$ cat src/rtl/route_cntrl.sv
// Route command controller: queues destination station IDs and retires them as stations are read.
// Optional piezo obstruction alarm is built only when PIEZO_EN is defined.
module route_cntrl #(
   parameter int ID_W     = 6,
   parameter int DEPTH    = 4,
   parameter int BUZZ_DIV = 12500
) (
   input  logic                     clk,
   input  logic                     rst_n,
   input  logic [ID_W+1:0]          cmd,
   input  logic                     cmd_rdy,
   output logic                     clr_cmd_rdy,
   input  logic [ID_W+1:0]          ID,
   input  logic                     ID_vld,
   output logic                     clr_ID_vld,
   input  logic                     OK2Move,
   output logic                     in_transit,
   output logic                     go,
   output logic                     buzz,
   output logic                     buzz_n,
   output logic [$clog2(DEPTH):0]   q_cnt,
   output logic                     q_full,
   output logic                     arrived,
   output logic                     cmd_err
);

   localparam int PW = $clog2(DEPTH);

   localparam logic [1:0] OP_STOP   = 2'b00;
   localparam logic [1:0] OP_GO     = 2'b01;
   localparam logic [1:0] OP_APPEND = 2'b10;

   typedef enum logic {IDLE, TRANSIT} state_t;

   generate
      if (DEPTH < 2 || (DEPTH & (DEPTH - 1)) != 0) begin : g_bad_depth
         $error("route_cntrl: DEPTH must be a power of two >= 2");
      end
      if (BUZZ_DIV < 2 || (BUZZ_DIV % 2) != 0) begin : g_bad_div
         $error("route_cntrl: BUZZ_DIV must be even and >= 2");
      end
   endgenerate

   state_t            r_state, w_nstate;
   logic [ID_W-1:0]   r_q [DEPTH];
   logic [PW-1:0]     r_rd, r_wr;
   logic [PW:0]       r_qcnt;
   logic              r_clr_cmd, r_clr_id, r_err, r_arr;

   logic              w_cmd_take, w_id_take, w_id_match, w_full;
   logic              w_flush, w_push, w_pop, w_err, w_arr;
   logic [ID_W-1:0]   w_head;

   // A request is taken only while its clear is low; commands win ties and the ID waits.
   assign w_cmd_take = cmd_rdy & ~r_clr_cmd;
   assign w_id_take  = ID_vld & ~r_clr_id & ~w_cmd_take;
   assign w_head     = r_q[r_rd];
   assign w_full     = (r_qcnt == (PW+1)'(DEPTH));
   // Upper ID bits are don't-care; folded in as a zero term so they count as consumed.
   assign w_id_match = (ID[ID_W-1:0] == w_head) | (1'b0 & ^ID[ID_W+1:ID_W]);

   always_comb begin
      w_nstate = r_state;
      w_flush  = 1'b0;
      w_push   = 1'b0;
      w_pop    = 1'b0;
      w_err    = 1'b0;
      w_arr    = 1'b0;
      if (w_cmd_take) begin
         case (cmd[ID_W+1:ID_W])
            OP_STOP: begin
               w_flush  = 1'b1;
               w_nstate = IDLE;
            end
            OP_GO: begin
               w_flush  = 1'b1;
               w_push   = 1'b1;
               w_nstate = TRANSIT;
            end
            OP_APPEND: begin
               if (w_full) begin
                  w_err = 1'b1;
               end else begin
                  w_push   = 1'b1;
                  w_nstate = TRANSIT;
               end
            end
            default: w_err = 1'b1;
         endcase
      end else if (w_id_take && r_state == TRANSIT && r_qcnt != '0 && w_id_match) begin
         w_pop = 1'b1;
         if (r_qcnt == (PW+1)'(1)) begin
            w_nstate = IDLE;
            w_arr    = 1'b1;
         end
      end
   end

   always_ff @(posedge clk or negedge rst_n) begin
      if (!rst_n) begin
         r_state   <= IDLE;
         r_clr_cmd <= 1'b0;
         r_clr_id  <= 1'b0;
         r_err     <= 1'b0;
         r_arr     <= 1'b0;
      end else begin
         r_state   <= w_nstate;
         r_clr_cmd <= w_cmd_take;
         r_clr_id  <= w_id_take;
         r_err     <= w_err;
         r_arr     <= w_arr;
      end
   end

   // Flush and push can coincide (GO): the new entry lands in slot 0.
   always_ff @(posedge clk or negedge rst_n) begin
      if (!rst_n) begin
         r_rd   <= '0;
         r_wr   <= '0;
         r_qcnt <= '0;
         for (int i = 0; i < DEPTH; i++) r_q[i] <= '0;
      end else if (w_flush) begin
         r_rd <= '0;
         if (w_push) begin
            r_q[0] <= cmd[ID_W-1:0];
            r_wr   <= PW'(1);
            r_qcnt <= (PW+1)'(1);
         end else begin
            r_wr   <= '0;
            r_qcnt <= '0;
         end
      end else if (w_push) begin
         r_q[r_wr] <= cmd[ID_W-1:0];
         r_wr      <= r_wr + 1'b1;
         r_qcnt    <= r_qcnt + 1'b1;
      end else if (w_pop) begin
         r_rd   <= r_rd + 1'b1;
         r_qcnt <= r_qcnt - 1'b1;
      end
   end

   assign clr_cmd_rdy = r_clr_cmd;
   assign clr_ID_vld  = r_clr_id;
   assign cmd_err     = r_err;
   assign arrived     = r_arr;
   assign in_transit  = (r_state == TRANSIT);
   assign go          = in_transit & OK2Move;
   assign q_cnt       = r_qcnt;
   assign q_full      = w_full;

`ifdef PIEZO_EN
   localparam int CW   = (BUZZ_DIV > 2) ? $clog2(BUZZ_DIV) : 1;
   localparam int HALF = BUZZ_DIV / 2;

   logic          w_alarm;
   logic [CW-1:0] r_bcnt;
   logic          r_buzz, r_buzz_n;

   assign w_alarm = in_transit & ~OK2Move;

   always_ff @(posedge clk or negedge rst_n) begin
      if (!rst_n) begin
         r_bcnt   <= '0;
         r_buzz   <= 1'b0;
         r_buzz_n <= 1'b0;
      end else if (w_alarm) begin
         r_bcnt   <= (r_bcnt == CW'(BUZZ_DIV - 1)) ? '0 : r_bcnt + 1'b1;
         r_buzz   <= (r_bcnt >= CW'(HALF));
         r_buzz_n <= (r_bcnt <  CW'(HALF));
      end else begin
         r_bcnt   <= '0;
         r_buzz   <= 1'b0;
         r_buzz_n <= 1'b0;
      end
   end

   assign buzz   = r_buzz;
   assign buzz_n = r_buzz_n;
`else
   assign buzz   = 1'b0;
   assign buzz_n = 1'b0;
`endif

endmodule

$ cat config.mk
export PLATFORM = sky130hd
export DESIGN_NAME = route_cntrl
export DESIGN_NICKNAME = d
export VERILOG_FILES = /design/src/rtl/route_cntrl.sv
export SDC_FILE = /design/constraint.sdc
export NUM_CORES = 1
export LEC_CHECK = 0
export BUFFER_PORTS_ARGS = -buffer_cell sky130_fd_sc_hd__clkbuf_2
export CORE_ASPECT_RATIO = 0.75
export CORE_MARGIN = 5
export CORE_UTILIZATION = 40
export CTS_CLUSTER_DIAMETER = 200
export DETAILED_ROUTE_END_ITERATION = 8
export PLACE_DENSITY = 0.67
export SETUP_SLACK_MARGIN = 0.1
export SYNTH_ARGS = -nofsm -noshare
export SYNTH_HDL_FRONTEND = slang
export SYNTH_SLANG_ARGS = --single-unit
$ cat constraint.sdc
create_clock -name clk -period 2.25 [get_ports clk]
set_input_delay 0.1125 -clock clk [delete_from_list [all_inputs] [get_ports clk]]
set_output_delay 0.1125 -clock clk [all_outputs]
set_load 0.05 [all_outputs]
After elaboration in Yosys (flattened, before gate mapping)
Index checks and enable logic that the tools add are counted.
- flip-flop bits (word level): 36
- input port bits: 21
- output and inout bits: 12
- logic and storage cells: 89
- add/subtract/negate cells: 4
- $lt $le $gt $ge: 3
- equal/unequal tests: 8
- muxes and demuxes: 37
- bitwise operators: 10
- reduce and logical (&&, ||, !) cells: 15
- operator list (kind ; number):
    two-way mux 6 bit ; 5
    bitwise mux 24 bit ; 1
    two-way mux 24 bit ; 1
    two-way mux 1 bit ; 17
    binary-select mux 6 bit (select 2 bit) ; 1
    demux 6 bit (select 2 bit) ; 1
    two-way mux 2 bit ; 5
    two-way mux 3 bit ; 3
    nonzero test 2 bit ; 4
    == test 6 bit ; 1
    greater-or-equal comparator 3 bit, second input constant ; 2
    inverter 2 -> 3 bit ; 2
    nonzero test 3 bit ; 2
    adder 2 x 1 -> 2 bit, second input constant ; 2
    AND 1 bit ; 4
    logical AND 1 bit ; 4
    != test 4 x 1 -> 1 bit, second input constant ; 1
    inverter 1 bit ; 4
    one-hot mux 1 bit (2 select lines) ; 2
    AND reduction 2 bit ; 2
    AND reduction 4 bit ; 1
    adder 3 x 1 -> 3 bit, second input constant ; 1
    == test 3 x 1 -> 1 bit, second input constant ; 1
    == test 3 bit, second input constant ; 1
    other kinds (9) ; 9

Logic depth before layout (Yosys ltp)
Gate-level depths: netlist of the first run.
- word-level depth: 12
- gate-level depth with buffers: 9
- depth with buffers taken out: 8

Least setup slack after synthesis of the first run
No wires, ideal clock.
- path type: register to register
- start point: reg r_qcnt[0], in the netlist q_cnt[0]
- end point: reg r_rd[1]
- setup time: 0.122 ns
- arrival time: 2.041 ns
- data required time: 2.128 ns
- setup slack: 0.087 ns
- stages on the path, launching flop included: 9
- path buffers: 1
- clock period less this slack: 2.163 ns
- cells stage by stage: dfrtp_1 > inv_1 > ha_1 > nand2_1 > a21oi_1 > nor2_1 > clkbuf_1 > o211ai_1 > a32o_1
- word-level cells in the longest chain between the ends: 7
- elaborated cells on any way between the ends: 12
- classes of those cells: 2 x eq/ne; 5 x mux; 5 x reduce/logical
- RTL lines (what ; RTL line ; source):
    start: declaration ; 47 ; logic [PW:0] r_qcnt;
    start signal: assignment ; 127 ; r_qcnt <= (PW+1)'(1);
    start signal: assignment ; 135 ; r_qcnt <= r_qcnt + 1'b1;
    start signal: assignment ; 138 ; r_qcnt <= r_qcnt - 1'b1;
    parallel branches: the longest is 6 deep, another holds == test 3 bit ; - ;
    AND reduction 2 bit (no line) (*) ; - ;
    end signal: assignment ; 137 ; r_rd <= r_rd + 1'b1;
    end: declaration ; 46 ; logic [PW-1:0] r_rd, r_wr;
Every way passes the cells marked *.
A chain may end at the register's enable or synchronous reset.

Worst setup path after layout of the first run
- start point: reg r_rd[1]
- end point: reg r_rd[1]
- word-level cells in the longest chain between the ends: 10
- elaborated cells on any way between the ends: 14
- classes of those cells: 1 x add/sub; 1 x eq/ne; 8 x mux; 1 x bitwise; 3 x reduce/logical
- RTL lines (what ; RTL line ; source):
    inverter 2 -> 3 bit (implied by the code) ; 57 ; assign w_head = r_q[r_rd];
    binary-select mux 6 bit (select 2 bit) ; 57 ;
    two-way mux 6 bit (implied by the code) (2 in series) ; 57 ;
    == test 6 bit ; 60 ; assign w_id_match = (ID[ID_W-1:0] == w_head) | (1'b0 & ^ID[ID_W+1:ID_W]);
    logical AND 1 bit ; 90 ; end else if (w_id_take && r_state == TRANSIT && r_qcnt != '0 && w_id_match) begin
    two-way mux 1 bit ; 90 ;
    two-way mux 1 bit ; 69 ; if (w_cmd_take) begin
    nonzero test 2 bit (no line) ; - ;
    AND reduction 2 bit (no line) ; - ;
Parallel ways exist; a longest one is shown, timed or not. The select of a mux whose other input is x is not followed.

==> report_table.html, run 1 <==
<table>
<tr><th>Metric</th><th>Value</th></tr>
<tr><th colspan="2">Worst setup path</th></tr>
<tr><td>Worst Path Required</td><td>2430 ps</td></tr>
<tr><td>Total buffers and inverters traversed by the critical path</td><td>1</td></tr>
<tr><td>Cell at the slowest stage of the critical path</td><td>sky130_fd_sc_hd__dfrtp_2</td></tr>
<tr><td>Arrival time of data at the critical path endpoint</td><td>2190 ps</td></tr>
<tr><td>Crit Path Category</td><td>reg2reg</td></tr>
<tr><td>Startpoint kind of the worst setup timing path</td><td>flip-flop</td></tr>
<tr><td>CP top delay family</td><td>compound AO/OA/AOI/OAI gates</td></tr>
<tr><td>Critical path fanouts, max</td><td>6</td></tr>
<tr><td>Cell chain of the critical path</td><td>buf_4, mux2i_1, xnor2_1, o32ai_2, a21boi_4, o211ai_1, a32o_1</td></tr>
<tr><td>Kind of capture point of the worst setup path</td><td>flip-flop</td></tr>
<tr><td>Biggest cell delay along the critical path</td><td>430 ps</td></tr>
<tr><th colspan="2">Synth</th></tr>
<tr><td>Number of cells produced by synthesis</td><td>172</td></tr>
<tr><td>Xor/xnor cell area share of the yosys netlist</td><td>3.91%</td></tr>
<tr><td>Main combinational cell family by area after synthesis</td><td>multiplexers</td></tr>
<tr><td>Netlist area before placement</td><td>2020 µm²</td></tr>
<tr><td>Post-synthesis adder-cell area fraction</td><td>6.82%</td></tr>
<tr><td>Area contributors post-synth</td><td>sky130_fd_sc_hd__dfrtp_1 45%, sky130_fd_sc_hd__mux2_2 14%, sky130_fd_sc_hd__ha_1 6.8%, sky130_fd_sc_hd__mux2i_1 5.5%, sky130_fd_sc_hd__nand2_1 2.4%</td></tr>
<tr><td>Synthesized-area fraction occupied by ao, oa, aoi and oai cells</td><td>8.19%</td></tr>
<tr><td>Synthesized area divided by synthesized cell count</td><td>11.7 µm²</td></tr>
<tr><td>Share of synthesized area spent on multiplexers</td><td>20.5%</td></tr>
<tr><td>Number of synthesized register bits</td><td>36</td></tr>
<tr><td>Fraction of the mapped netlist area in simple logic gates</td><td>11.5%</td></tr>
<tr><td>Unique cell type count in the Yosys netlist</td><td>38</td></tr>
<tr><td>Yosys warnings</td><td>0</td></tr>
<tr><td>Top FF cell, synth</td><td>sky130_fd_sc_hd__dfrtp_1</td></tr>
<tr><td>Post-synth top area cell</td><td>sky130_fd_sc_hd__dfrtp_1</td></tr>
<tr><td>Portion of synthesized cell area occupied by the leading cell type</td><td>44.7%</td></tr>
<tr><td>Number of enable-type register cells in the synthesized netlist</td><td>0</td></tr>
<tr><td>Synth async-reset ratio</td><td>100%</td></tr>
<tr><td>Sequential cell area fraction in the yosys report</td><td>44.7%</td></tr>
<tr><th colspan="2">Die</th></tr>
<tr><td>DIE AREA</td><td>6580 µm²</td></tr>
<tr><td>Placement Rows</td><td>22</td></tr>
<tr><td>Initial Util</td><td>41.2%</td></tr>
<tr><td>I/O pin count</td><td>33</td></tr>
<tr><td>Die boundary width</td><td>92.0 µm</td></tr>
<tr><td>Die height</td><td>71.5 µm</td></tr>
<tr><td>Area of the placeable core</td><td>4900 µm²</td></tr>
<tr><th colspan="2">Placement</th></tr>
<tr><td>Final estimated routing congestion in global placement</td><td>0.800</td></tr>
<tr><td>Inst Count DP</td><td>261</td></tr>
<tr><td>Final HPWL DP</td><td>2.99 mm</td></tr>
<tr><td>Number of port buffers</td><td>28</td></tr>
<tr><td>Post-place setup slack</td><td>192 ps</td></tr>
<tr><th colspan="2">Clocking</th></tr>
<tr><td>Clk pin slew, worst setup/hold paths</td><td>70 ps</td></tr>
<tr><td>TritonCTS Sinks</td><td>36</td></tr>
<tr><td>Clock tree root buffer cell</td><td>sky130_fd_sc_hd__clkbuf_8</td></tr>
<tr><td>Clock tree from TritonCTS</td><td>done</td></tr>
<tr><td>Number of CTS-inserted buffers</td><td>5</td></tr>
<tr><td>Largest buffer count on any clock path</td><td>2</td></tr>
<tr><td>CTS H-tree lvls</td><td>2</td></tr>
<tr><td>Post CTS Setup Buffer Count</td><td>0</td></tr>
<tr><td>Clk_lat worst skew</td><td>300 ps</td></tr>
<tr><th colspan="2">Hold path</th></tr>
<tr><td>Worst hold-check path type</td><td>in2reg</td></tr>
<tr><th colspan="2">Detailed routing</th></tr>
<tr><td>Detailed-route wire length per cell</td><td>14.6 µm</td></tr>
<tr><td>WL final</td><td>3.94 mm</td></tr>
<tr><td>Iteration count of the initial detailed-routing pass</td><td>4</td></tr>
<tr><td>Post-detailed-route count of antenna-violating nets</td><td>0</td></tr>
<tr><td>Post-route DRC</td><td>0</td></tr>
<tr><td>Vias per cell</td><td>5.07</td></tr>
<tr><td>Number of violations reported at the end of detailed-routing iteration 0</td><td>55</td></tr>
<tr><td>Vias</td><td>1370</td></tr>
<tr><th colspan="2">Timing</th></tr>
<tr><td>Worst-Margin Slew</td><td>1040 ps</td></tr>
<tr><td>Slew Limit Headroom</td><td>30.0%</td></tr>
<tr><td>Final critical delay including setup and external delays</td><td>2010 ps</td></tr>
<tr><td>Final number of max-transition violations</td><td>0</td></tr>
<tr><td>Highest clock rate</td><td>498 MHz</td></tr>
<tr><td>Setup TNS</td><td>0 ps</td></tr>
<tr><td>RSZ-0062 raised after global routing</td><td>false</td></tr>
<tr><td>Final hold violation count</td><td>0</td></tr>
<tr><td>Clk_skew</td><td>7.43 ps</td></tr>
<tr><td>Worst path setup slack after routing</td><td>240 ps</td></tr>
<tr><td>Final setup violation count</td><td>0</td></tr>
<tr><td>Portion of the clock cycle consumed by the worst path in the final layout</td><td>89.3%</td></tr>
<tr><th colspan="2">Finish</th></tr>
<tr><td>Most frequent standard cell in the layout excluding fill and tap cells</td><td>sky130_fd_sc_hd__dfrtp_1</td></tr>
<tr><td>Number of diodes</td><td>0</td></tr>
<tr><td>Number of nets in the final layout</td><td>241</td></tr>
<tr><td>Area growth from synthesis to layout</td><td>17.7%</td></tr>
<tr><td>Most frequent cells in the layout</td><td>34 x sky130_fd_sc_hd__dfrtp_1, 28 x sky130_fd_sc_hd__clkbuf_2, 25 x sky130_fd_sc_hd__mux2_2</td></tr>
<tr><td>Non-filler instance count after layout</td><td>270</td></tr>
<tr><td>Ratio of cells with drive above 1 in the final layout</td><td>35.7%</td></tr>
<tr><th colspan="2">Global routing</th></tr>
<tr><td>Number of global-route vias before repair</td><td>1411</td></tr>
<tr><td>Global-route wire length before repair</td><td>6.73 mm</td></tr>
<tr><td>Pin count of the biggest net entering global routing</td><td>37</td></tr>
<tr><td>Combined global-route utilization of all metal layers</td><td>13.5%</td></tr>
<tr><td>Total gr overflow</td><td>0</td></tr>
<tr><td>Initial antenna violation count</td><td>0</td></tr>
<tr><th colspan="2">Flow run</th></tr>
<tr><td>Max-capacitance violation count</td><td>0</td></tr>
<tr><th colspan="2">Power and ir drop</th></tr>
<tr><td>Max VDD drop</td><td>0.326 mV</td></tr>
<tr><td>Static Leak</td><td>1.14 nW</td></tr>
<tr><td>Total power per unit cell area</td><td>833 nW/µm²</td></tr>
<tr><th colspan="2">Run status</th></tr>
<tr><td>Run status</td><td>finished, final reports clean</td></tr>
</table>
==> final cells by class <==
| cell class | instances | area, µm² |
|---|---|---|
| tap | 60 | 75.1 |
| inverter | 9 | 33.8 |
| sequential | 36 | 903 |
| clock inverter | 3 | 42.5 |
| clock buffer | 5 | 68.8 |
| multi-input combinational | 121 | 1040 |
| timing repair buffer | 36 | 215 |
| fill | 471 | 2520 |
==> cells in the mapped netlist, types with 2 or more instances <==
cell and instances:
sky130_fd_sc_hd__nand2_1 13, sky130_fd_sc_hd__o211ai_1 2, sky130_fd_sc_hd__nor3b_1 3, sky130_fd_sc_hd__mux2_2 25, sky130_fd_sc_hd__o21ai_0 4, sky130_fd_sc_hd__mux2i_1 11
sky130_fd_sc_hd__dfrtp_1 36, sky130_fd_sc_hd__buf_6 2, sky130_fd_sc_hd__a32o_1 2, sky130_fd_sc_hd__nand2b_1 2, sky130_fd_sc_hd__and2_1 3, sky130_fd_sc_hd__clkbuf_1 2
sky130_fd_sc_hd__ha_1 11, sky130_fd_sc_hd__buf_4 2, sky130_fd_sc_hd__nand3_1 8, sky130_fd_sc_hd__nor2b_1 2, sky130_fd_sc_hd__o31ai_1 2, sky130_fd_sc_hd__xnor2_1 4
sky130_fd_sc_hd__a21oi_1 2, sky130_fd_sc_hd__nor2_1 5, sky130_fd_sc_hd__xor2_1 5, sky130_fd_sc_hd__a211oi_1 2, sky130_fd_sc_hd__inv_1 9
==> timing repair <==
item,CTS,global route
hold buffers,1,0
resized for setup,0,1
endpoints found under the setup margin,0,3
hold endpoints to repair,36,0
==> per-stage QoR <==
step	power, mW	util, %	instance area [µm²]	hold WS, ps
final	1.98	48.5	2370	79.4
after global routing	2.11	48.5	2370	75.9
after CTS	2.00	48.4	2370	72.9
after detailed placement	1.43	46.0	2250	274
after global placement	1.41	46.0	2250	279
after floorplan	1.28	-	2020	-183
==> flip-flops by register name (all words and copies together) (netlist names) <==
| signal | count |
|---|---|
| clr_cmd_rdy | 1 |
| cmd_err | 1 |
| r_q | 24 |
| r_wr | 2 |
| q_cnt | 3 |
| arrived | 1 |
| clr_ID_vld | 1 |
| r_rd | 2 |
| in_transit | 1 |
==> power by group <==
part | switching [mW] | internal [mW]
logic | 0.314 | 0.257
registers | 0.0751 | 0.764
clock network | 0.241 | 0.328
==> routing by layer <==
| layer | vias to the layer above | GRT usage, % | wire, µm |
|---|---|---|---|
| li1 | 677 | - | - |
| met1 | 665 | 17.9 | 1930 |
| met2 | 21 | 20.4 | 1770 |
| met3 | 7 | 3.67 | 155 |
| met4 | 0 | 6.92 | 94 |
| met5 | - | 0 | 0 |
==> worst paths after layout <==
kind                       slack [ps]        from  cells past startpoint         end
max                               240     r_rd[1]                      7     r_rd[1]
min                                80      ID_vld                      2  clr_ID_vld
max reg2reg                       240     r_rd[1]                      7     r_rd[1]
min reg2reg                       450  clr_ID_vld                      1  clr_ID_vld
max in group asynchronous        1160       rst_n                      2    q_cnt[0]
min in group asynchronous         470       rst_n                      2     r_q[23]
==> logic make-up (layout without fill, tap and decap cells) <==
group	Yosys count	in the layout
other	1	2
AO/OA/AOI/OAI	21	21
multiplexers	37	37
adder cells (fa/ha/maj)	11	11
buffers and inverters	16	53
AND/OR/NAND/NOR	41	41
flip-flops	36	36
XOR/XNOR	9	9
No activity file was read; power rests on OpenSTA's default activity.
==> run 2, diff against run 1 <==
MAX_ROUTING_LAYER = met4   (was not set)
==> run 2 against run 1 <==
Non-clock buffer count did not move. Register-to-register slack barely moved. Cell area did not move. First-iteration DRC count rose by 24%. Combinational power barely moved. Worst setup slack improved by 0.50 ps. Critical path type unchanged.
==> report_table.html, run 2 (same netlist as run 1, synthesis figures left out) <==
<table>
<tr><th>Metric</th><th>Value</th></tr>
<tr><th colspan="2">Placement</th></tr>
<tr><td>Post-place setup slack</td><td>192 ps (unchanged)</td></tr>
<tr><td>Final HPWL DP</td><td>2.99 mm (unchanged)</td></tr>
<tr><td>Instance area after placement</td><td>2250 µm² (unchanged)</td></tr>
<tr><td>Inst Count DP</td><td>261 (unchanged)</td></tr>
<tr><td>Final estimated routing congestion in global placement</td><td>0.811 (was 0.800)</td></tr>
<tr><td>Number of port buffers</td><td>28 (unchanged)</td></tr>
<tr><th colspan="2">Detailed routing</th></tr>
<tr><td>Post-detailed-route count of antenna-violating nets</td><td>0 (unchanged)</td></tr>
<tr><td>WL final</td><td>3.95 mm (was 3.94 mm)</td></tr>
<tr><td>Vias per cell</td><td>5.08 (was 5.07)</td></tr>
<tr><td>Vias</td><td>1371 (was 1370)</td></tr>
<tr><td>Iteration count of the initial detailed-routing pass</td><td>4 (unchanged)</td></tr>
<tr><td>Post-route DRC</td><td>0 (unchanged)</td></tr>
<tr><td>Number of violations reported at the end of detailed-routing iteration 0</td><td>68 (was 55)</td></tr>
<tr><td>Detailed-route wire length per cell</td><td>14.6 µm (about the same)</td></tr>
<tr><th colspan="2">Timing</th></tr>
<tr><td>Final number of max-transition violations</td><td>0 (unchanged)</td></tr>
<tr><td>Worst path setup slack after routing</td><td>241 ps (was 240 ps)</td></tr>
<tr><td>Highest clock rate</td><td>498 MHz (about the same)</td></tr>
<tr><td>Worst-Margin Slew</td><td>1040 ps (about the same)</td></tr>
<tr><td>Final hold violation count</td><td>0 (unchanged)</td></tr>
<tr><td>Slew Limit Headroom</td><td>30.1% (was 30.0%)</td></tr>
<tr><td>Clk_skew</td><td>7.41 ps (was 7.43 ps)</td></tr>
<tr><td>Final setup violation count</td><td>0 (unchanged)</td></tr>
<tr><td>Portion of the clock cycle consumed by the worst path in the final layout</td><td>89.3% (about the same)</td></tr>
<tr><td>RSZ-0062 raised after global routing</td><td>false (unchanged)</td></tr>
<tr><td>Final critical delay including setup and external delays</td><td>2010 ps (about the same)</td></tr>
<tr><td>Setup TNS</td><td>0 ps (unchanged)</td></tr>
<tr><th colspan="2">Clocking</th></tr>
<tr><td>Largest buffer count on any clock path</td><td>2 (unchanged)</td></tr>
<tr><td>Post CTS Setup Buffer Count</td><td>0 (unchanged)</td></tr>
<tr><td>Clock tree root buffer cell</td><td>sky130_fd_sc_hd__clkbuf_8 (unchanged)</td></tr>
<tr><td>CTS H-tree lvls</td><td>2 (unchanged)</td></tr>
<tr><td>Clock tree from TritonCTS</td><td>done (unchanged)</td></tr>
<tr><td>Number of CTS-inserted buffers</td><td>5 (unchanged)</td></tr>
<tr><td>Clk pin slew, worst setup/hold paths</td><td>70 ps (about the same)</td></tr>
<tr><td>Clk_lat worst skew</td><td>300 ps (about the same)</td></tr>
<tr><td>TritonCTS Sinks</td><td>36 (unchanged)</td></tr>
<tr><th colspan="2">Run status</th></tr>
<tr><td>Run status</td><td>finished, final reports clean (unchanged)</td></tr>
<tr><th colspan="2">Finish</th></tr>
<tr><td>Number of flip-flops in the largest register</td><td>24 (unchanged)</td></tr>
<tr><td>Final Instance Area</td><td>2370 µm² (unchanged)</td></tr>
<tr><td>Most frequent standard cell in the layout excluding fill and tap cells</td><td>sky130_fd_sc_hd__dfrtp_1 (unchanged)</td></tr>
<tr><td>Number of diodes</td><td>0 (unchanged)</td></tr>
<tr><td>Area occupied by multi-input gates</td><td>1040 µm² (unchanged)</td></tr>
<tr><td>Number of nets in the final layout</td><td>241 (unchanged)</td></tr>
<tr><td>Number of fill cells</td><td>471 (unchanged)</td></tr>
<tr><td>Area used by sequential logic in the layout</td><td>903 µm² (unchanged)</td></tr>
<tr><td>Ratio of cells with drive above 1 in the final layout</td><td>35.7% (unchanged)</td></tr>
<tr><td>Non-filler instance count after layout</td><td>270 (unchanged)</td></tr>
<tr><td>Area growth from synthesis to layout</td><td>17.7% (unchanged)</td></tr>
<tr><td>Largest reg by FF count</td><td>r_q (unchanged)</td></tr>
<tr><td>Most frequent cells in the layout</td><td>34 x sky130_fd_sc_hd__dfrtp_1, 28 x sky130_fd_sc_hd__clkbuf_2, 25 x sky130_fd_sc_hd__mux2_2 (unchanged)</td></tr>
<tr><th colspan="2">Worst setup path</th></tr>
<tr><td>Startpoint kind of the worst setup timing path</td><td>flip-flop (unchanged)</td></tr>
<tr><td>Critical path fanouts, max</td><td>6 (unchanged)</td></tr>
<tr><td>Biggest cell delay along the critical path</td><td>430 ps (about the same)</td></tr>
<tr><td>Cell at the slowest stage of the critical path</td><td>sky130_fd_sc_hd__dfrtp_2 (unchanged)</td></tr>
<tr><td>Arrival time of data at the critical path endpoint</td><td>2190 ps (about the same)</td></tr>
<tr><td>Kind of capture point of the worst setup path</td><td>flip-flop (unchanged)</td></tr>
<tr><td>Crit Path Category</td><td>reg2reg (unchanged)</td></tr>
<tr><td>Worst Path Required</td><td>2430 ps (about the same)</td></tr>
<tr><td>Cell chain of the critical path</td><td>buf_4, mux2i_1, xnor2_1, o32ai_2, a21boi_4, o211ai_1, a32o_1 (unchanged)</td></tr>
<tr><th colspan="2">Die</th></tr>
<tr><td>Die height</td><td>71.5 µm (unchanged)</td></tr>
<tr><td>DIE AREA</td><td>6580 µm² (unchanged)</td></tr>
<tr><td>I/O pin count</td><td>33 (unchanged)</td></tr>
<tr><td>Die boundary width</td><td>92.0 µm (unchanged)</td></tr>
<tr><td>Placement Rows</td><td>22 (unchanged)</td></tr>
<tr><td>Initial Util</td><td>41.2% (unchanged)</td></tr>
<tr><td>Area of the placeable core</td><td>4900 µm² (unchanged)</td></tr>
<tr><th colspan="2">Global routing</th></tr>
<tr><td>Pin count of the biggest net entering global routing</td><td>37 (unchanged)</td></tr>
<tr><td>Global-route wire length before repair</td><td>6.74 mm (was 6.73 mm)</td></tr>
<tr><td>Total gr overflow</td><td>0 (unchanged)</td></tr>
<tr><td>Initial antenna violation count</td><td>0 (unchanged)</td></tr>
<tr><td>Number of global-route vias before repair</td><td>1409 (was 1411)</td></tr>
<tr><td>Combined global-route utilization of all metal layers</td><td>13.9% (was 13.5%)</td></tr>
<tr><th colspan="2">Power and ir drop</th></tr>
<tr><td>Total power per unit cell area</td><td>834 nW/µm² (was 833 nW/µm²)</td></tr>
<tr><td>Max VDD drop</td><td>0.326 mV (about the same)</td></tr>
<tr><td>Static Leak</td><td>1.14 nW (unchanged)</td></tr>
<tr><th colspan="2">Flow run</th></tr>
<tr><td>Max-capacitance violation count</td><td>0 (unchanged)</td></tr>
<tr><th colspan="2">Hold path</th></tr>
<tr><td>Worst hold-check path type</td><td>in2reg (unchanged)</td></tr>
</table>
[run 2: cell counts in the layout (fill, tap and decap cells not counted)]
No cell type changed its count.
[run 2: worst max-delay path, delay by kind of cell (launching register included)]
family	cells	cell delay, ps
compound gates	4	970
xor+xnor	1	120
buf+inv	1	160
flops	1	430
mux	1	230
[run 2: worst paths after layout]
kind                              endpoint  slack (ps)  depth (start not counted)  startpoint
worst min register to register  clr_ID_vld         450                          1  clr_ID_vld
worst max register to register     r_rd[1]         240                          7     r_rd[1]
max in group asynchronous         q_cnt[0]        1160                          2       rst_n
worst max-delay path               r_rd[1]         240                          7     r_rd[1]
min in group asynchronous          r_q[23]         470                          2       rst_n
worst min-delay path            clr_ID_vld          80                          2      ID_vld
[run 2: area by class of cell]
class | count | area share, %
Multi-Input combinational cell | 121 | 43.6
Timing Repair Buffer | 36 | 9.06
Clock buffer | 5 | 2.90
Inverter | 9 | 1.42
Sequential cell | 36 | 38.0
Clock inverter | 3 | 1.79
Tap cell | 60 | 3.16
[run 2: per-layer routing]
layer	part of all wire (%)	up-vias	routed length (µm)	GRT usage [%]
met2	45	23	1780	20.4
met4	2.0	0	80	6.92
li1	-	677	-	-
met5	0	-	0	-
met3	3.6	7	141	3.67
met1	49	664	1950	17.9
[run 2: timing repair]
item                                   CTS  global route
endpoints found under the hold margin   36             0
gates resized for setup                  0             1
hold buffers                             1             0
setup endpoints to repair                0             3
[run 2: where the power goes]
part | switching (mW) | total [mW] | leakage (nW) | internal, mW
sequential | 0.0751 | 0.839 | 0.476 | 0.764
clock | 0.242 | 0.570 | 0.0541 | 0.328
combinational | 0.314 | 0.571 | 0.605 | 0.257
[run 2: stage by stage]
| stage | util (%) | power [mW] | hold slack, ps |
|---|---|---|---|
| 2_1_floorplan | - | 1.28 | -183 |
| 3_3_place_gp | 46.0 | 1.41 | 279 |
| 3_5_place_dp | 46.0 | 1.43 | 274 |
| 4_1_cts | 48.4 | 2.00 | 72.9 |
| 5_1_grt | 48.5 | 2.11 | 75.9 |
| 6_report | 48.5 | 1.98 | 77.7 |
==> run 3, diff against run 2 <==
--- a/config.mk
+++ b/config.mk
@@ -14,4 +14,5 @@
 export MAX_ROUTING_LAYER = met4
 export PLACE_DENSITY = 0.67
+export REMOVE_ABC_BUFFERS = 1
 export SETUP_SLACK_MARGIN = 0.1
 export SYNTH_ARGS = -nofsm -noshare
==> constraint.sdc (replaced) <==
create_clock -name clk -period 2.25 [get_ports clk]
set_input_delay 0.225 -clock clk [delete_from_list [all_inputs] [get_ports clk]]
set_output_delay 0.225 -clock clk [all_outputs]
set_load 0.05 [all_outputs]
==> run 3 against run 2 <==
Utilization down 0.71 points. Non-clock buffer count stayed put. Sequential share of layout area rose by 0.46 points. Die area is the same. Clock skew increased by 1.9 ps. Via count is 0.44% higher. Clock power down 16%. Clock-buffer cell count grew 2. Power decreased by 4.5%. Routed wire length decreased by 1.4%. Fmax rose by 1.0%. Sequential power is 0.7% lower.
==> report_table.html, run 3 (same netlist as run 1, synthesis figures left out) <==
<table>
<tr><th>Metric</th><th>Value</th></tr>
<tr><th colspan="2">Worst setup path</th></tr>
<tr><td>Biggest cell delay along the critical path</td><td>380 ps (was 430 ps)</td></tr>
<tr><td>Logic depth of the worst register-to-register path</td><td>7 (unchanged)</td></tr>
<tr><td>Crit Path Category</td><td>reg2reg (unchanged)</td></tr>
<tr><td>Register-to-register setup slack</td><td>260 ps (was 240 ps)</td></tr>
<tr><td>Cell at the slowest stage of the critical path</td><td>sky130_fd_sc_hd__dfrtp_1 (was sky130_fd_sc_hd__dfrtp_2)</td></tr>
<tr><td>Reg-to-reg startpoint</td><td>r_rd[1] (unchanged)</td></tr>
<tr><td>Crit Reg-Reg Endpoint</td><td>r_rd[1] (unchanged)</td></tr>
<tr><td>Worst Path Required</td><td>2420 ps (was 2430 ps)</td></tr>
<tr><td>Total buffers and inverters traversed by the critical path</td><td>1 (unchanged)</td></tr>
<tr><td>Launching instance or port of the critical path</td><td>r_rd[1] (unchanged)</td></tr>
<tr><td>Kind of capture point of the worst setup path</td><td>flip-flop (unchanged)</td></tr>
<tr><td>Critical path destination</td><td>r_rd[1] (unchanged)</td></tr>
<tr><td>Total number of cells along the worst setup path</td><td>7 (unchanged)</td></tr>
<tr><td>Cell chain of the critical path</td><td>buf_4, mux2i_1, nor2_1, o32ai_2, a21boi_4, o211ai_1, a32o_1 (was buf_4, mux2i_1, xnor2_1, o32ai_2, a21boi_4, o211ai_1, a32o_1)</td></tr>
<tr><td>Critical path fanouts, max</td><td>6 (unchanged)</td></tr>
<tr><td>CP top delay family</td><td>compound AO/OA/AOI/OAI gates (unchanged)</td></tr>
<tr><td>Startpoint kind of the worst setup timing path</td><td>flip-flop (unchanged)</td></tr>
<tr><td>Arrival time of data at the critical path endpoint</td><td>2160 ps (was 2190 ps)</td></tr>
<tr><th colspan="2">Global routing</th></tr>
<tr><td>Initial antenna violation count</td><td>0 (unchanged)</td></tr>
<tr><td>Global-route wire length before repair</td><td>6.98 mm (was 6.74 mm)</td></tr>
<tr><td>Pin count of the biggest net entering global routing</td><td>37 (unchanged)</td></tr>
<tr><td>Total gr overflow</td><td>0 (unchanged)</td></tr>
<tr><td>Combined global-route utilization of all metal layers</td><td>14.0% (was 13.9%)</td></tr>
<tr><td>Number of global-route vias before repair</td><td>1478 (was 1409)</td></tr>
<tr><th colspan="2">Finish</th></tr>
<tr><td>Area growth from synthesis to layout</td><td>16.0% (was 17.7%)</td></tr>
<tr><td>Most frequent cells in the layout</td><td>36 x sky130_fd_sc_hd__dfrtp_1, 28 x sky130_fd_sc_hd__clkbuf_2, 25 x sky130_fd_sc_hd__mux2_2 (was 34 x sky130_fd_sc_hd__dfrtp_1, 28 x sky130_fd_sc_hd__clkbuf_2, 25 x sky130_fd_sc_hd__mux2_2)</td></tr>
<tr><td>Area used by sequential logic in the layout</td><td>901 µm² (was 903 µm²)</td></tr>
<tr><td>Number of nets in the final layout</td><td>241 (unchanged)</td></tr>
<tr><td>Area occupied by multi-input gates</td><td>1040 µm² (unchanged)</td></tr>
<tr><td>Number of flip-flops in the largest register</td><td>24 (unchanged)</td></tr>
<tr><td>Largest reg by FF count</td><td>r_q (unchanged)</td></tr>
<tr><td>Final Instance Area</td><td>2340 µm² (was 2370 µm²)</td></tr>
<tr><td>Most frequent standard cell in the layout excluding fill and tap cells</td><td>sky130_fd_sc_hd__dfrtp_1 (unchanged)</td></tr>
<tr><td>Number of diodes</td><td>0 (unchanged)</td></tr>
<tr><td>Number of fill cells</td><td>458 (was 471)</td></tr>
<tr><td>Ratio of cells with drive above 1 in the final layout</td><td>34.8% (was 35.7%)</td></tr>
<tr><td>Non-filler instance count after layout</td><td>270 (unchanged)</td></tr>
<tr><td>Fin util</td><td>47.8% (was 48.5%)</td></tr>
<tr><th colspan="2">Timing</th></tr>
<tr><td>Slew Limit Headroom</td><td>40.5% (was 30.1%)</td></tr>
<tr><td>Clk_skew</td><td>9.35 ps (was 7.41 ps)</td></tr>
<tr><td>Worst-Margin Slew</td><td>893 ps (was 1040 ps)</td></tr>
<tr><td>Final number of max-transition violations</td><td>0 (unchanged)</td></tr>
<tr><td>Final critical delay including setup and external delays</td><td>1990 ps (was 2010 ps)</td></tr>
<tr><td>RSZ-0062 raised after global routing</td><td>false (unchanged)</td></tr>
<tr><td>Highest clock rate</td><td>503 MHz (was 498 MHz)</td></tr>
<tr><td>Final setup violation count</td><td>0 (unchanged)</td></tr>
<tr><td>Final hold violation count</td><td>0 (unchanged)</td></tr>
<tr><td>Worst path setup slack after routing</td><td>261 ps (was 241 ps)</td></tr>
<tr><td>Portion of the clock cycle consumed by the worst path in the final layout</td><td>88.4% (was 89.3%)</td></tr>
<tr><th colspan="2">Clocking</th></tr>
<tr><td>Clk pin slew, worst setup/hold paths</td><td>70 ps (about the same)</td></tr>
<tr><td>Clock tree from TritonCTS</td><td>done (unchanged)</td></tr>
<tr><td>CTS H-tree lvls</td><td>2 (unchanged)</td></tr>
<tr><td>Number of CTS-inserted buffers</td><td>5 (unchanged)</td></tr>
<tr><td>Clock tree root buffer cell</td><td>sky130_fd_sc_hd__clkbuf_8 (unchanged)</td></tr>
<tr><td>Count of hold-fix buffers inserted at cts</td><td>0 (was 1)</td></tr>
<tr><td>TritonCTS Sinks</td><td>36 (unchanged)</td></tr>
<tr><td>Post CTS Setup Buffer Count</td><td>0 (unchanged)</td></tr>
<tr><td>Clk_lat worst skew</td><td>290 ps (was 300 ps)</td></tr>
<tr><td>Largest buffer count on any clock path</td><td>2 (unchanged)</td></tr>
<tr><th colspan="2">Detailed routing</th></tr>
<tr><td>Vias</td><td>1377 (was 1371)</td></tr>
<tr><td>Post-route DRC</td><td>0 (unchanged)</td></tr>
<tr><td>Uppermost metal layer occupied by signal nets</td><td>met4 (unchanged)</td></tr>
<tr><td>WL final</td><td>3.89 mm (was 3.95 mm)</td></tr>
<tr><td>Post-detailed-route count of antenna-violating nets</td><td>0 (unchanged)</td></tr>
<tr><td>Wire length on met1</td><td>1.85 mm (was 1.95 mm)</td></tr>
<tr><td>Met2 Routed Length</td><td>1.88 mm (was 1.78 mm)</td></tr>
<tr><td>Vias per cell</td><td>5.10 (was 5.08)</td></tr>
<tr><td>Number of violations reported at the end of detailed-routing iteration 0</td><td>51 (was 68)</td></tr>
<tr><td>Detailed-route wire length per cell</td><td>14.4 µm (was 14.6 µm)</td></tr>
<tr><td>Met3 Wirelength</td><td>102 µm (was 141 µm)</td></tr>
<tr><td>Iteration count of the initial detailed-routing pass</td><td>4 (unchanged)</td></tr>
<tr><th colspan="2">Run status</th></tr>
<tr><td>Run status</td><td>finished, final reports clean (unchanged)</td></tr>
<tr><th colspan="2">Placement</th></tr>
<tr><td>Instance area after placement</td><td>2250 µm² (about the same)</td></tr>
<tr><td>Number of port buffers</td><td>28 (unchanged)</td></tr>
<tr><td>Inst Count DP</td><td>262 (was 261)</td></tr>
<tr><td>Final estimated routing congestion in global placement</td><td>0.824 (was 0.811)</td></tr>
<tr><td>Post-place setup slack</td><td>230 ps (was 192 ps)</td></tr>
<tr><td>Final HPWL DP</td><td>3.02 mm (was 2.99 mm)</td></tr>
<tr><th colspan="2">Die</th></tr>
<tr><td>Initial Util</td><td>41.2% (unchanged)</td></tr>
<tr><td>DIE AREA</td><td>6580 µm² (unchanged)</td></tr>
<tr><td>Die height</td><td>71.5 µm (unchanged)</td></tr>
<tr><td>Area of the placeable core</td><td>4900 µm² (unchanged)</td></tr>
<tr><td>I/O pin count</td><td>33 (unchanged)</td></tr>
<tr><td>Placement Rows</td><td>22 (unchanged)</td></tr>
<tr><td>Die boundary width</td><td>92.0 µm (unchanged)</td></tr>
<tr><th colspan="2">Power and ir drop</th></tr>
<tr><td>Total power per unit cell area</td><td>809 nW/µm² (was 834 nW/µm²)</td></tr>
<tr><td>Static Leak</td><td>1.13 nW (was 1.14 nW)</td></tr>
<tr><td>Max VDD drop</td><td>0.280 mV (was 0.326 mV)</td></tr>
<tr><td>Total power</td><td>1.89 mW (was 1.98 mW)</td></tr>
<tr><th colspan="2">Hold path</th></tr>
<tr><td>Worst hold-check path type</td><td>in2async (was in2reg)</td></tr>
<tr><th colspan="2">Flow run</th></tr>
<tr><td>Max-capacitance violation count</td><td>0 (unchanged)</td></tr>
</table>
-- run 3: routing by layer --
metal,vias up,GRT usage [%]
met5,-,-
met4,0,5.93
met3,5,3.67
met2,17,21.6
met1,677,17.4
li1,678,-
-- run 3: repair_timing --
item,CTS,global route
setup endpoints to repair,0,1
endpoints found under the hold margin,0,0
resized for setup,0,1
-- run 3: worst min-delay path by stage --
stage / start / endpoint / slack, ps / depth (start not counted)
final: rst_n / r_q[1] / 50 / 1
after global routing: rst_n / r_q[7] / 130 / 1
after CTS: rst_n / r_wr[0] / 70 / 1
after detailed placement: rst_n / r_q[13] / 390 / 1
after global placement: rst_n / r_q[13] / 390 / 1
after floorplan: rst_n / arrived / -70 / 0
-- run 3: layout make-up --
type / count / area share (%)
Timing Repair Buffer: 36 / 8.56
Clock inverter: 1 / 0.321
Clock buffer: 7 / 3.69
Sequential cell: 36 / 38.5
Tap cell: 60 / 3.21
Inverter: 9 / 1.44
Multi-Input combinational cell: 121 / 44.3
-- run 3: power by group --
group / total, mW / internal (mW) / switching, mW
Clock: 0.480 / 0.249 / 0.231
Sequential: 0.833 / 0.764 / 0.0693
Combinational: 0.579 / 0.261 / 0.319
Total: 1.89 / 1.27 / 0.619
-- run 3: per-stage QoR --
step / hold WS, ps / TNS (ps)
2_1_floorplan: -70.6 / -992
3_3_place_gp: 394 / 0
3_5_place_dp: 386 / 0
4_1_cts: 67.5 / 0
5_1_grt: 132 / 0
6_report: 51.2 / 0
